--- config.mk ---
export PLATFORM = sky130hd
export DESIGN_NAME = l2_cache_control_flat
export DESIGN_NICKNAME = d
export VERILOG_FILES = /design/src/rtl/l2_cache_control_pkg.sv /design/src/rtl/l2_cache_control_if.sv /design/src/rtl/l2_sat_counter.sv /design/src/rtl/l2_cache_control.sv /design/src/flat_wrapper.sv
export SDC_FILE = /design/constraint.sdc
export NUM_CORES = 1
export LEC_CHECK = 0
export CORE_UTILIZATION = 37
export CTS_CLUSTER_DIAMETER = 120
export DETAILED_ROUTE_END_ITERATION = 10
export HOLD_SLACK_MARGIN = 0.15
export SYNTH_ARGS = -nofsm -noshare
export SYNTH_HDL_FRONTEND = slang
export SYNTH_SLANG_ARGS = --single-unit
--- constraint.sdc ---
create_clock -name clk -period 5.37 [get_ports clk]
set_input_delay 0.537 -clock clk [delete_from_list [all_inputs] [get_ports clk]]
set_output_delay 0.537 -clock clk [all_outputs]
set_load 0.03 [all_outputs]
--- src/rtl/l2_cache_control_pkg.sv ---
// Shared types for the L2 cache controller: FSM state encoding and default counter width.
package l2_types;
  localparam int CNT_W_DEF = 32;

  typedef enum logic [1:0] {
    IDLE      = 2'd0,
    COMPARE   = 2'd1,
    WRITEBACK = 2'd2,
    ALLOCATE  = 2'd3
  } state_e;
endpackage

--- src/rtl/l2_cache_control_if.sv ---
// Upstream request, datapath status/strobe and physical-memory handshake bundle.
// master = requester/datapath/memory side, slave = the controller.
interface l2_cache_control_if;
  logic       mem_read, mem_write, mem_resp;
  logic       hit, hit_way, lru, victim_dirty;
  logic [1:0] load_data, load_tag, load_valid, load_dirty;
  logic       dirty_in, load_lru, lru_in, data_sel, addr_sel;
  logic       pmem_read, pmem_write, pmem_resp;

  modport master (
    output mem_read, mem_write, hit, hit_way, lru, victim_dirty, pmem_resp,
    input  mem_resp, load_data, load_tag, load_valid, load_dirty,
           dirty_in, load_lru, lru_in, data_sel, addr_sel, pmem_read, pmem_write
  );
  modport slave (
    input  mem_read, mem_write, hit, hit_way, lru, victim_dirty, pmem_resp,
    output mem_resp, load_data, load_tag, load_valid, load_dirty,
           dirty_in, load_lru, lru_in, data_sel, addr_sel, pmem_read, pmem_write
  );
endinterface

--- src/rtl/l2_sat_counter.sv ---
// Saturating up-counter with synchronous clear; clear has priority over increment.
module l2_sat_counter #(
    parameter int CNT_W = 32
) (
    input  logic             clk,
    input  logic             rst,
    input  logic             inc,
    input  logic             clr,
    output logic [CNT_W-1:0] count
);
    always_ff @(posedge clk or posedge rst) begin
        if (rst)                     count <= '0;
        else if (clr)                count <= '0;
        else if (inc && count != '1) count <= count + 1'b1;
    end
endmodule

--- src/rtl/l2_cache_control.sv ---
// Two-way L2 cache controller FSM: hit service, dirty-victim writeback, line refill,
// and hit/miss performance counters. Array strobes are decoded from state and inputs.
module l2_cache_control
    import l2_types::*;
#(
    parameter int CNT_W = CNT_W_DEF
) (
    input  logic             clk,
    input  logic             rst,
    l2_cache_control_if.slave bus,
    input  logic             ctr_clr,
    output logic [CNT_W-1:0] hit_count,
    output logic [CNT_W-1:0] miss_count
);
    state_e state;
    logic   refill;
    logic   is_write;
    logic   mem_resp_c;

    assign is_write = bus.mem_write;

    always_comb begin
        mem_resp_c     = 1'b0;
        bus.load_data  = 2'b00;
        bus.load_tag   = 2'b00;
        bus.load_valid = 2'b00;
        bus.load_dirty = 2'b00;
        bus.dirty_in   = 1'b0;
        bus.load_lru   = 1'b0;
        bus.lru_in     = 1'b0;
        bus.data_sel   = 1'b0;
        bus.addr_sel   = 1'b0;
        bus.pmem_read  = 1'b0;
        bus.pmem_write = 1'b0;
        case (state)
            COMPARE: begin
                if (bus.hit) begin
                    mem_resp_c   = 1'b1;
                    bus.load_lru = 1'b1;
                    bus.lru_in   = ~bus.hit_way;
                    if (is_write) begin
                        bus.load_data[bus.hit_way]  = 1'b1;
                        bus.load_dirty[bus.hit_way] = 1'b1;
                        bus.dirty_in                = 1'b1;
                    end
                end
            end
            WRITEBACK: begin
                bus.pmem_write = 1'b1;
                bus.addr_sel   = 1'b1;
            end
            ALLOCATE: begin
                bus.pmem_read = 1'b1;
                if (bus.pmem_resp) begin
                    bus.load_data[bus.lru]  = 1'b1;
                    bus.load_tag[bus.lru]   = 1'b1;
                    bus.load_valid[bus.lru] = 1'b1;
                    bus.load_dirty[bus.lru] = 1'b1;
                    bus.data_sel            = 1'b1;
                end
            end
            default: ;
        endcase
    end

    assign bus.mem_resp = mem_resp_c;

    always_ff @(posedge clk or posedge rst) begin
        if (rst) begin
            state  <= IDLE;
            refill <= 1'b0;
        end else begin
            case (state)
                IDLE:      if (bus.mem_read || bus.mem_write) state <= COMPARE;
                COMPARE:   if (bus.hit) state <= IDLE;
                           else state <= bus.victim_dirty ? WRITEBACK : ALLOCATE;
                WRITEBACK: if (bus.pmem_resp) state <= ALLOCATE;
                ALLOCATE:  if (bus.pmem_resp) state <= COMPARE;
                default:   state <= IDLE;
            endcase
            // The hit that completes a refill is not a true hit; remember it across the loop back.
            if (state == ALLOCATE && bus.pmem_resp) refill <= 1'b1;
            else if (mem_resp_c)                    refill <= 1'b0;
        end
    end

    logic hit_inc, miss_inc;
    assign hit_inc  = (state == COMPARE) &&  bus.hit && !refill;
    assign miss_inc = (state == COMPARE) && !bus.hit;

    l2_sat_counter #(.CNT_W(CNT_W)) u_hit_ctr (
        .clk(clk), .rst(rst), .inc(hit_inc), .clr(ctr_clr), .count(hit_count)
    );
    l2_sat_counter #(.CNT_W(CNT_W)) u_miss_ctr (
        .clk(clk), .rst(rst), .inc(miss_inc), .clr(ctr_clr), .count(miss_count)
    );
endmodule

--- src/flat_wrapper.sv ---
// flat-port wrapper written by rule: the top's interface ports become plain ports
module l2_cache_control_flat import l2_types::*;
#(
    parameter int CNT_W = CNT_W_DEF
)
  (clk, rst, ctr_clr, hit_count, miss_count, bus_mem_read, bus_mem_write, bus_hit, bus_hit_way, bus_lru, bus_victim_dirty, bus_pmem_resp, bus_mem_resp, bus_load_data, bus_load_tag, bus_load_valid, bus_load_dirty, bus_dirty_in, bus_load_lru, bus_lru_in, bus_data_sel, bus_addr_sel, bus_pmem_read, bus_pmem_write);
  l2_cache_control_if bus_i ();
  input  logic clk;
  input  logic rst;
  input  logic ctr_clr;
  output logic [CNT_W-1:0] hit_count;
  output logic [CNT_W-1:0] miss_count;
  input wire logic [$bits(bus_i.mem_read)-1:0] bus_mem_read;
  input wire logic [$bits(bus_i.mem_write)-1:0] bus_mem_write;
  input wire logic [$bits(bus_i.hit)-1:0] bus_hit;
  input wire logic [$bits(bus_i.hit_way)-1:0] bus_hit_way;
  input wire logic [$bits(bus_i.lru)-1:0] bus_lru;
  input wire logic [$bits(bus_i.victim_dirty)-1:0] bus_victim_dirty;
  input wire logic [$bits(bus_i.pmem_resp)-1:0] bus_pmem_resp;
  output wire logic [$bits(bus_i.mem_resp)-1:0] bus_mem_resp;
  output wire logic [$bits(bus_i.load_data)-1:0] bus_load_data;
  output wire logic [$bits(bus_i.load_tag)-1:0] bus_load_tag;
  output wire logic [$bits(bus_i.load_valid)-1:0] bus_load_valid;
  output wire logic [$bits(bus_i.load_dirty)-1:0] bus_load_dirty;
  output wire logic [$bits(bus_i.dirty_in)-1:0] bus_dirty_in;
  output wire logic [$bits(bus_i.load_lru)-1:0] bus_load_lru;
  output wire logic [$bits(bus_i.lru_in)-1:0] bus_lru_in;
  output wire logic [$bits(bus_i.data_sel)-1:0] bus_data_sel;
  output wire logic [$bits(bus_i.addr_sel)-1:0] bus_addr_sel;
  output wire logic [$bits(bus_i.pmem_read)-1:0] bus_pmem_read;
  output wire logic [$bits(bus_i.pmem_write)-1:0] bus_pmem_write;
  assign bus_i.mem_read = bus_mem_read;
  assign bus_i.mem_write = bus_mem_write;
  assign bus_i.hit = bus_hit;
  assign bus_i.hit_way = bus_hit_way;
  assign bus_i.lru = bus_lru;
  assign bus_i.victim_dirty = bus_victim_dirty;
  assign bus_i.pmem_resp = bus_pmem_resp;
  assign bus_mem_resp = bus_i.mem_resp;
  assign bus_load_data = bus_i.load_data;
  assign bus_load_tag = bus_i.load_tag;
  assign bus_load_valid = bus_i.load_valid;
  assign bus_load_dirty = bus_i.load_dirty;
  assign bus_dirty_in = bus_i.dirty_in;
  assign bus_load_lru = bus_i.load_lru;
  assign bus_lru_in = bus_i.lru_in;
  assign bus_data_sel = bus_i.data_sel;
  assign bus_addr_sel = bus_i.addr_sel;
  assign bus_pmem_read = bus_i.pmem_read;
  assign bus_pmem_write = bus_i.pmem_write;
  l2_cache_control #(.CNT_W(CNT_W)) u_core (.clk(clk), .rst(rst), .bus(bus_i), .ctr_clr(ctr_clr), .hit_count(hit_count), .miss_count(miss_count));
endmodule
==> results.sh, run 1 <==
export IMPL_stdcell_area_sq_um=5050
export IMPL_clkTransAtPathRegs_ns=0.07
export IMPL_synthXorXnorAreaFrac=0.0425
export IMPL_synthesis_nets=458
export IMPL_worstSkewPairLatency_ns=0.34
export IMPL_finalWirelength_um=10600
export IMPL_clock_sinks=67
export IMPL_synth_top_family_by_area="simple AND/OR/NAND/NOR gates"
export IMPL_postCtsHoldBufs=0
export IMPL_min_path_type="register to register"
export IMPL_cts_max_path_buffers=2
export IMPL_coreArea_sq_um=10300
export IMPL_drv_slew=0
export IMPL_drt_pass1_iter_count=4
export IMPL_cpLargestDelayFamily="simple AND/OR/NAND/NOR gates"
export IMPL_drc=0
export IMPL_overflow=0
export IMPL_setup_viol=0
export IMPL_leakage_nw=1.83
export IMPL_syn_to_final_growth_pct=28.8
export IMPL_fillerInstances=1016
export IMPL_synthAdderAreaFrac=0.0192
export IMPL_netlist_area_sq_um=3920
export IMPL_finClkSkew_ns=0.00817
export IMPL_cts_setup_buffers=0
export IMPL_worstSetupPathType="register to register"
export IMPL_cts_repair_resized=0
export IMPL_htree_levels=3
export IMPL_grt_pass1_wl_um=17400
export IMPL_async_reset_ff_frac=1.00
export IMPL_critPathBufInv=1
export IMPL_syn_inst=442
export IMPL_post_dp_cell_area_sq_um=4870
export IMPL_slew_headroom=0.289
export IMPL_crit_required_ns=5.60
export IMPL_gp_congestion=0.851
export IMPL_peakVddDrop_uv=125
export IMPL_die_x_um=105
export IMPL_power_density_nw_per_um2=234
export IMPL_yosysSeqAreaShare=0.428
export IMPL_cts_inserted_buffers=9
export IMPL_final_common_cell="clkdlybuf4s50_1"
export IMPL_routed_via_count=3794
export IMPL_crit_path_end_kind="register"
export IMPL_wl_per_cell_um=16.1
export IMPL_rows=37
export IMPL_cts_tree="built"
export IMPL_rsz0062_at_grt="no"
export IMPL_synth_compound_area_share=0.161
export IMPL_hold_violations=0
export IMPL_ant_nets=0
export IMPL_synth_seq_cells=67
export IMPL_synth_flop_cell="dfrtp_1"
export IMPL_first_iter_violations=156
export IMPL_max_freq_mhz=357
export IMPL_synth_simple_area_share=0.291
export IMPL_place_hpwl_um=7280
export IMPL_cap_viol_max_count=0
export IMPL_die_h_um=105
export IMPL_cpMaxStageDelayCell="nor3_2"
export IMPL_drive_gt1_frac=0.0632
export IMPL_syn_area_per_cell_sq_um=8.86
export IMPL_synth_edf_count=0
export IMPL_crit_path_max_incr_delay_ns=0.82
export IMPL_most_common_layout_cells="88 x clkdlybuf4s50_1, 67 x dfrtp_1, 40 x a21oi_1, 36 x nor2_1, 31 x nand2_1"
export IMPL_grt_usage=0.195
export IMPL_fin_crit_ns=2.80
export IMPL_critical_path_arrival_ns=3.03
export IMPL_status="complete, no violations"
export IMPL_fin_tns_setup_ns=0
export IMPL_critical_path_startpoint_type="register"
export IMPL_insertedDiodeCount=0
export IMPL_drt_vias_per_instance=5.77
export IMPL_total_power_mw=1.18
export IMPL_grt_max_degree=69
export IMPL_min_period_over_period=0.522
export IMPL_worstMarginPinSlew_ns=1.06
export IMPL_critPathMaxFanout=18
export IMPL_die_area_sq_um=11000
export IMPL_ys_types=50
export IMPL_grt_pass1_vias=3451
export IMPL_register_area_sq_um=1680
export IMPL_ctsRootBufferMaster="clkbuf_8"
export IMPL_antenna_found_initial=0
export IMPL_ios=90
export IMPL_layout_nets=534
export IMPL_multiInputGateArea_sq_um=2060
export IMPL_numPortBuffers=89
export IMPL_start_util=0.381
export IMPL_yosysWarnings=0
export IMPL_synthMuxAreaShare=0.0112
export IMPL_worstPathCellList="and3_1, nand4_1, nor3_2, buf_4, nor3_1, mux2_2"
## where the power goes
group | leakage (nW) | internal [mW] | switching, mW
logic | 0.804 | 0.0906 | 0.162
clock network | 0.0953 | 0.202 | 0.188
registers | 0.931 | 0.521 | 0.0178
total | 1.83 | 0.814 | 0.368
## cell type report
| cell class | count | area share |
|---|---|---|
| sequential | 67 | 0.332 |
| timing repair buffer | 92 | 0.180 |
| multi-input combinational | 333 | 0.407 |
| clock inverter | 2 | 0.00198 |
| clock buffer | 13 | 0.0335 |
| tap | 136 | 0.0337 |
| inverter | 15 | 0.0112 |
## logic make-up after synthesis
family | Yosys count
fa+ha+maj | 6
simple gates | 201
buf+inv | 42
compound gates | 103
mux | 4
xor+xnor | 19
flops | 67
## cells in the mapped netlist, types with 3 or more instances
| master | n | area [sq um] |
|---|---|---|
| dfrtp_1 | 67 | 1680 |
| a21oi_1 | 40 | 200 |
| nor2_1 | 36 | 135 |
| nand2_1 | 31 | 116 |
| nand4_1 | 23 | 144 |
| or4_1 | 23 | 173 |
| nand3_1 | 22 | 110 |
| o21ai_0 | 21 | 105 |
| o31ai_1 | 19 | 143 |
| or3_1 | 19 | 119 |
| clkbuf_1 | 18 | 67.6 |
| inv_1 | 15 | 56.3 |
| xor2_1 | 13 | 114 |
| nor4_1 | 8 | 50.1 |
| and4_1 | 6 | 52.6 |
| buf_4 | 6 | 45.0 |
| ha_1 | 6 | 75.1 |
| nor3_1 | 6 | 30.0 |
| o211ai_1 | 6 | 45.0 |
| xnor2_1 | 6 | 52.6 |
| and3_1 | 5 | 31.3 |
| nor2b_1 | 4 | 25.0 |
| a211oi_1 | 3 | 22.5 |
| buf_2 | 3 | 15.0 |
| mux2_2 | 3 | 33.8 |
| o41ai_1 | 3 | 26.3 |
## worst min-delay path, stage by stage, from the launching register on
cell and delay, ns:
dfrtp_1 0.37, nand2_1 0.06, nand2_1 0.05
## registers in the layout (all words and copies together), names as in the netlist
name                     flops
u_core.state                 2
u_core.u_hit_ctr.count      32
u_core.u_miss_ctr.count     32
u_core.refill                1
## worst paths after layout
kind                            slack (ns)                              startpoint  cells past startpoint                                       to
worst max-delay path                  2.57  u_core.u_hit_ctr.count[21]$_DFFE_PP0P_                      6   u_core.u_hit_ctr.count[31]$_DFFE_PP0P_
worst min-delay path                  0.51               u_core.refill$_DFFE_PP0P_                      2                u_core.refill$_DFFE_PP0P_
worst max register to register        2.57  u_core.u_hit_ctr.count[21]$_DFFE_PP0P_                      6   u_core.u_hit_ctr.count[31]$_DFFE_PP0P_
worst min register to register        0.51               u_core.refill$_DFFE_PP0P_                      2                u_core.refill$_DFFE_PP0P_
max in group asynchronous             4.04                                     rst                      3  u_core.u_miss_ctr.count[28]$_DFFE_PP0P_
min in group asynchronous             0.78                                     rst                      3    u_core.u_hit_ctr.count[1]$_DFFE_PP0P_
## metrics by stage
stage / hold WS [ns] / std cells / worst slack (ns) / util
finish: 0.514 / 658 / 2.57 / 0.491
global route: 0.552 / 658 / 2.30 / 0.491
CTS: 0.521 / 658 / 2.58 / 0.491
detailed placement: 0.503 / 643 / 2.40 / 0.474
global placement: 0.505 / 643 / 2.50 / 0.474
floorplan: 0.473 / 442 / 2.89 / -
## layer usage
metal	part of all wire	track usage
met1	0.45	0.258
met2	0.49	0.327
met3	0.047	0.0462
met4	0.0092	0.0372
met5	0	0
(Power assumes the default switching activity.)
==> run 2: changes to the inputs <==
==> constraint.sdc (replaced) <==
create_clock -name clk -period 2.8 [get_ports clk]
set_input_delay 0.28 -clock clk [delete_from_list [all_inputs] [get_ports clk]]
set_output_delay 0.28 -clock clk [all_outputs]
set_load 0.03 [all_outputs]
==> results.sh, run 2 (same netlist as run 1, synthesis figures left out) <==
export IMPL_reg_top3="u_core.u_hit_ctr.count (32), u_core.u_miss_ctr.count (32), u_core.state (2)"
export IMPL_place_hpwl_um=7840
export IMPL_finalWirelength_um=11000
export IMPL_drt_pass1_iter_count=6
export IMPL_final_common_cell="clkdlybuf4s50_1"
export IMPL_worstMarginPinSlew_ns=0.833
export IMPL_numPortBuffers=89
export IMPL_layout_nets=547
export IMPL_worstPathCellList="inv_1, ha_1, nand2_1, inv_1, nand2_1, o22ai_1, clkdlybuf4s50_1"
export IMPL_ctsRootBufferMaster="clkbuf_8"
export IMPL_drt_vias_per_instance=5.71
export IMPL_first_iter_violations=189
export IMPL_drc=0
export IMPL_drive_gt1_frac=0.0877
export IMPL_grt_pass1_vias=3679
export IMPL_rsz0062_at_grt="no"
export IMPL_syn_to_final_growth_pct=32.9
export IMPL_critical_path_arrival_ns=2.32
export IMPL_critical_path_startpoint_type="register"
export IMPL_rows=37
export IMPL_grt_pass1_wl_um=18800
export IMPL_grt_max_degree=45
export IMPL_cts_max_path_buffers=2
export IMPL_r2r_cells=6
export IMPL_cap_viol_max_count=0
export IMPL_antenna_found_initial=0
export IMPL_die_area_sq_um=11000
export IMPL_critPathBufInv=3
export IMPL_power_density_nw_per_um2=479
export IMPL_leakage_nw=1.92
export IMPL_cpMaxStageDelayCell="clkdlybuf4s50_1"
export IMPL_cts_tree="built"
export IMPL_coreArea_sq_um=10300
export IMPL_worstSetupPathType="register to primary output"
export IMPL_fin_tns_setup_ns=0
export IMPL_crit_path_max_incr_delay_ns=0.71
export IMPL_start_util=0.381
export IMPL_most_common_layout_cells="88 x clkdlybuf4s50_1, 67 x dfrtp_1, 40 x a21oi_1, 36 x nor2_1, 31 x nand2_1"
export IMPL_fin_crit_ns=2.60
export IMPL_clkTransAtPathRegs_ns=0.08
export IMPL_gp_congestion=0.853
export IMPL_grt_usage=0.210
export IMPL_insertedDiodeCount=0
export IMPL_wl_per_cell_um=16.4
export IMPL_place_inst=656
export IMPL_crit_required_ns=2.52
export IMPL_ios=90
export IMPL_min_period_over_period=0.928
export IMPL_total_power_mw=2.49
export IMPL_cts_setup_buffers=0
export IMPL_slew_headroom=0.445
export IMPL_finClkSkew_ns=0.0138
export IMPL_die_h_um=105
export IMPL_critPathMaxFanout=5
export IMPL_cpLargestDelayFamily="buffers and inverters"
export IMPL_hold_violations=0
export IMPL_clock_sinks=67
export IMPL_crit_path_end_kind="primary output"
export IMPL_worst_path_stages=7
export IMPL_peakVddDrop_uv=251
export IMPL_ant_nets=0
export IMPL_routed_via_count=3838
export IMPL_setup_viol=0
export IMPL_stdcell_count=672
export IMPL_overflow=0
export IMPL_status="complete, no violations"
export IMPL_die_x_um=105
export IMPL_min_path_type="primary input to async pin"
export IMPL_drv_slew=0
export IMPL_htree_levels=3
export IMPL_postCtsHoldBufs=0
export IMPL_max_freq_mhz=385
export IMPL_cts_repair_resized=0
export IMPL_cts_inserted_buffers=9
export IMPL_worstSkewPairLatency_ns=0.34
[run 2: cell count changes in the layout (fill, tap and decap cells not counted), sizes merged]
cell,change
buf,+13
bufinv,+2
clkbuf,-1
clkinv,-1
clkinvlp,+1
[run 2: routing by layer]
metal  share of wire  vias to the layer above  wire length [um]  global-route usage
li1                -                     1839                 -                   -
met4          0.0087                        0                96              0.0503
met3           0.047                       10               514              0.0405
met2            0.49                      106              5440               0.354
met1            0.45                     1883              4960               0.278
met5               0                        -                 0                   0
[run 2: path summary, 6_finish.rpt]
kind / startpoint / endpoint / slack [ns]
min: rst / u_core.u_miss_ctr.count[28]$_DFFE_PP0P_ / 0.35
max in group asynchronous: rst / u_core.refill$_DFFE_PP0P_ / 1.78
max: u_core.state[1]$_DFFE_PP0P_ / bus_load_dirty[0] / 0.20
max reg2reg: u_core.u_miss_ctr.count[0]$_DFFE_PP0P_ / u_core.u_miss_ctr.count[30]$_DFFE_PP0P_ / 0.31
min reg2reg: u_core.refill$_DFFE_PP0P_ / u_core.refill$_DFFE_PP0P_ / 0.52
min in group clk: u_core.refill$_DFFE_PP0P_ / u_core.refill$_DFFE_PP0P_ / 0.52
[run 2: worst reg2reg max path, stage by stage (launching register included)]
cell and delay (ns):
dfrtp_1 0.43, ha_1 0.24, nand3_1 0.20, nor4_2 0.48, nand3_1 0.39, or3b_2 0.55
a21oi_1 0.14
[run 2: metrics by stage]
| stage | hold WS (ns) | worst slack [ns] | instance area, sq um | utilization |
|---|---|---|---|---|
| after global routing | 0.406 | 0.0550 | 5200 | 0.506 |
| after floorplan | 0.438 | 0.416 | 3920 | - |
| after detailed placement | 0.510 | 0.364 | 4980 | 0.484 |
| final | 0.348 | 0.202 | 5200 | 0.506 |
| after global placement | 0.505 | 0.514 | 4980 | 0.484 |
| after CTS | 0.355 | 0.173 | 5200 | 0.506 |
[run 2: final cells by class]
cell class | count | area (sq um)
sequential | 67 | 1680
inverter | 15 | 56.3
clock buffer | 12 | 155
tap | 136 | 170
timing repair buffer | 105 | 1020
clock inverter | 4 | 72.6
fill | 981 | 5070
multi-input combinational | 333 | 2060
[run 2: power by group]
group | internal [mW] | switching (mW) | leakage (nW)
clock network | 0.550 | 0.387 | 0.113
registers | 1.00 | 0.0357 | 0.931
logic | 0.201 | 0.321 | 0.872
==> run 3: changes to the inputs <==
--- a/config.mk
+++ b/config.mk
@@ -5,10 +5,13 @@
 export SDC_FILE = /design/constraint.sdc
 export NUM_CORES = 1
 export LEC_CHECK = 0
+export CAP_MARGIN = 40
 export CORE_UTILIZATION = 37
 export CTS_CLUSTER_DIAMETER = 120
 export DETAILED_ROUTE_END_ITERATION = 10
+export GPL_TIMING_DRIVEN = 1
 export HOLD_SLACK_MARGIN = 0.15
+export MAX_ROUTING_LAYER = met4
 export SYNTH_ARGS = -nofsm -noshare
 export SYNTH_HDL_FRONTEND = slang
 export SYNTH_SLANG_ARGS = --single-unit
==> results.sh, run 3 (same netlist as run 1, synthesis figures left out) <==
export IMPL_critical_path_startpoint_type="register"
export IMPL_final_core_util=0.506
export IMPL_coreArea_sq_um=10300
export IMPL_cts_max_path_buffers=2
export IMPL_grt_pass1_vias=3700
export IMPL_cts_tree="built"
export IMPL_clock_sinks=67
export IMPL_grt_pass1_wl_um=18700
export IMPL_max_freq_mhz=386
export IMPL_critPathMaxFanout=5
export IMPL_grt_max_degree=45
export IMPL_power_density_nw_per_um2=479
export IMPL_ios=90
export IMPL_min_path_type="primary input to async pin"
export IMPL_worstSetupPathType="register to primary output"
export IMPL_wirelength_met1_um=4880
export IMPL_drive_gt1_frac=0.0877
export IMPL_leakage_nw=1.92
export IMPL_place_hpwl_um=7840
export IMPL_critical_path_arrival_ns=2.31
export IMPL_routed_via_count=3862
export IMPL_met2_length_um=5400
export IMPL_grt_usage=0.215
export IMPL_syn_to_final_growth_pct=32.9
export IMPL_peakVddDrop_uv=251
export IMPL_cts_inserted_buffers=9
export IMPL_rsz0062_at_grt="no"
export IMPL_min_period_over_period=0.925
export IMPL_wl_per_cell_um=16.4
export IMPL_cap_viol_max_count=0
export IMPL_finClkSkew_ns=0.0141
export IMPL_reg2reg_slack_ns=0.32
export IMPL_most_common_layout_cells="88 x clkdlybuf4s50_1, 67 x dfrtp_1, 40 x a21oi_1, 36 x nor2_1, 31 x nand2_1"
export IMPL_crit_path_max_incr_delay_ns=0.71
export IMPL_clkTransAtPathRegs_ns=0.08
export IMPL_rows=37
export IMPL_drt_vias_per_instance=5.75
export IMPL_cts_repair_resized=0
export IMPL_ant_nets=0
export IMPL_worstReg2RegStart="u_core.u_miss_ctr.count[1]$_DFFE_PP0P_"
export IMPL_fin_tns_setup_ns=0
export IMPL_cts_setup_buffers=0
export IMPL_postCtsHoldBufs=0
export IMPL_total_power_mw=2.49
export IMPL_cpMaxStageDelayCell="clkdlybuf4s50_1"
export IMPL_top_layer_used="met4"
export IMPL_r2r_end="u_core.u_miss_ctr.count[30]$_DFFE_PP0P_"
export IMPL_worstSkewPairLatency_ns=0.35
export IMPL_gp_congestion=0.866
export IMPL_numPortBuffers=89
export IMPL_worstPathCellList="inv_1, ha_1, nand2_1, inv_1, nand2_1, o22ai_1, clkdlybuf4s50_1"
export IMPL_status="complete, no violations"
export IMPL_htree_levels=3
export IMPL_r2r_cells=6
export IMPL_die_x_um=105
export IMPL_wl_met3_um=573
export IMPL_first_iter_violations=174
export IMPL_reg_top3="u_core.u_hit_ctr.count (32), u_core.u_miss_ctr.count (32), u_core.state (2)"
export IMPL_die_h_um=105
export IMPL_start_util=0.381
export IMPL_drv_slew=0
export IMPL_crit_required_ns=2.52
export IMPL_drc=0
export IMPL_insertedDiodeCount=0
export IMPL_overflow=0
export IMPL_worstMarginPinSlew_ns=0.864
export IMPL_drt_pass1_iter_count=5
export IMPL_setup_viol=0
export IMPL_slew_headroom=0.424
export IMPL_fin_crit_ns=2.59
export IMPL_layout_nets=547
export IMPL_ctsRootBufferMaster="clkbuf_8"
export IMPL_die_area_sq_um=11000
export IMPL_antenna_found_initial=0
export IMPL_hold_violations=0
export IMPL_finalWirelength_um=11000
export IMPL_crit_path_end_kind="primary output"
export IMPL_final_common_cell="clkdlybuf4s50_1"
-- run 3: cell counts in the layout (fill, tap and decap cells not counted) --
Identical to the previous run, type by type.
-- run 3: cell type report --
cell class | instances | area [sq um]
Tap cell | 136 | 170
Sequential cell | 67 | 1680
Timing Repair Buffer | 105 | 1020
Inverter | 15 | 56.3
Clock buffer | 12 | 155
Clock inverter | 4 | 72.6
Multi-Input combinational cell | 333 | 2060
Fill cell | 981 | 5070
-- run 3: worst max-delay path by stage --
stage | start | to | slack, ns | cells past startpoint
6_report | u_core.state[1]$_DFFE_PP0P_ | bus_load_dirty[0] | 0.21 | 7
5_1_grt | u_core.state[1]$_DFFE_PP0P_ | bus_load_dirty[0] | 0.06 | 7
4_1_cts | u_core.state[1]$_DFFE_PP0P_ | bus_load_dirty[0] | 0.17 | 7
3_5_place_dp | u_core.u_miss_ctr.count[0]$_DFFE_PP0P_ | u_core.u_miss_ctr.count[30]$_DFFE_PP0P_ | 0.36 | 6
3_3_place_gp | u_core.u_miss_ctr.count[0]$_DFFE_PP0P_ | u_core.u_miss_ctr.count[30]$_DFFE_PP0P_ | 0.51 | 6
2_1_floorplan | u_core.u_miss_ctr.count[0]$_DFFE_PP0P_ | u_core.u_miss_ctr.count[17]$_DFFE_PP0P_ | 0.42 | 7
-- run 3: worst max-delay path, delay by kind of cell (launching register included) --
| family | cells | cell delay [ns] |
|---|---|---|
| and+or+nand+nor | 2 | 0.20 |
| DFF | 1 | 0.42 |
| buffers and inverters | 3 | 0.92 |
| adders and majority gates | 1 | 0.24 |
| AOI/OAI and AO/OA | 1 | 0.18 |
-- run 3: per-layer routing --
metal,GRT usage,vias to the layer above
met2,0.357,132
li1,-,1840
met5,-,-
met1,0.275,1875
met4,0.0503,0
met3,0.0368,15
-- run 3: stage by stage --
step	worst slack, ns	hold slack, ns	instances	instance area [sq um]
floorplan	0.416	0.438	442	3920
global placement	0.514	0.505	656	4980
detailed placement	0.364	0.510	656	4980
CTS	0.173	0.355	672	5200
global route	0.0550	0.406	672	5200
finish	0.211	0.345	672	5200
-- run 3: where the power goes --
group	switching, mW	internal (mW)	leakage (nW)	total [mW]
combinational	0.321	0.201	0.872	0.522
clock	0.387	0.550	0.113	0.937
sequential	0.0357	1.00	0.931	1.04
total	0.744	1.75	1.92	2.49
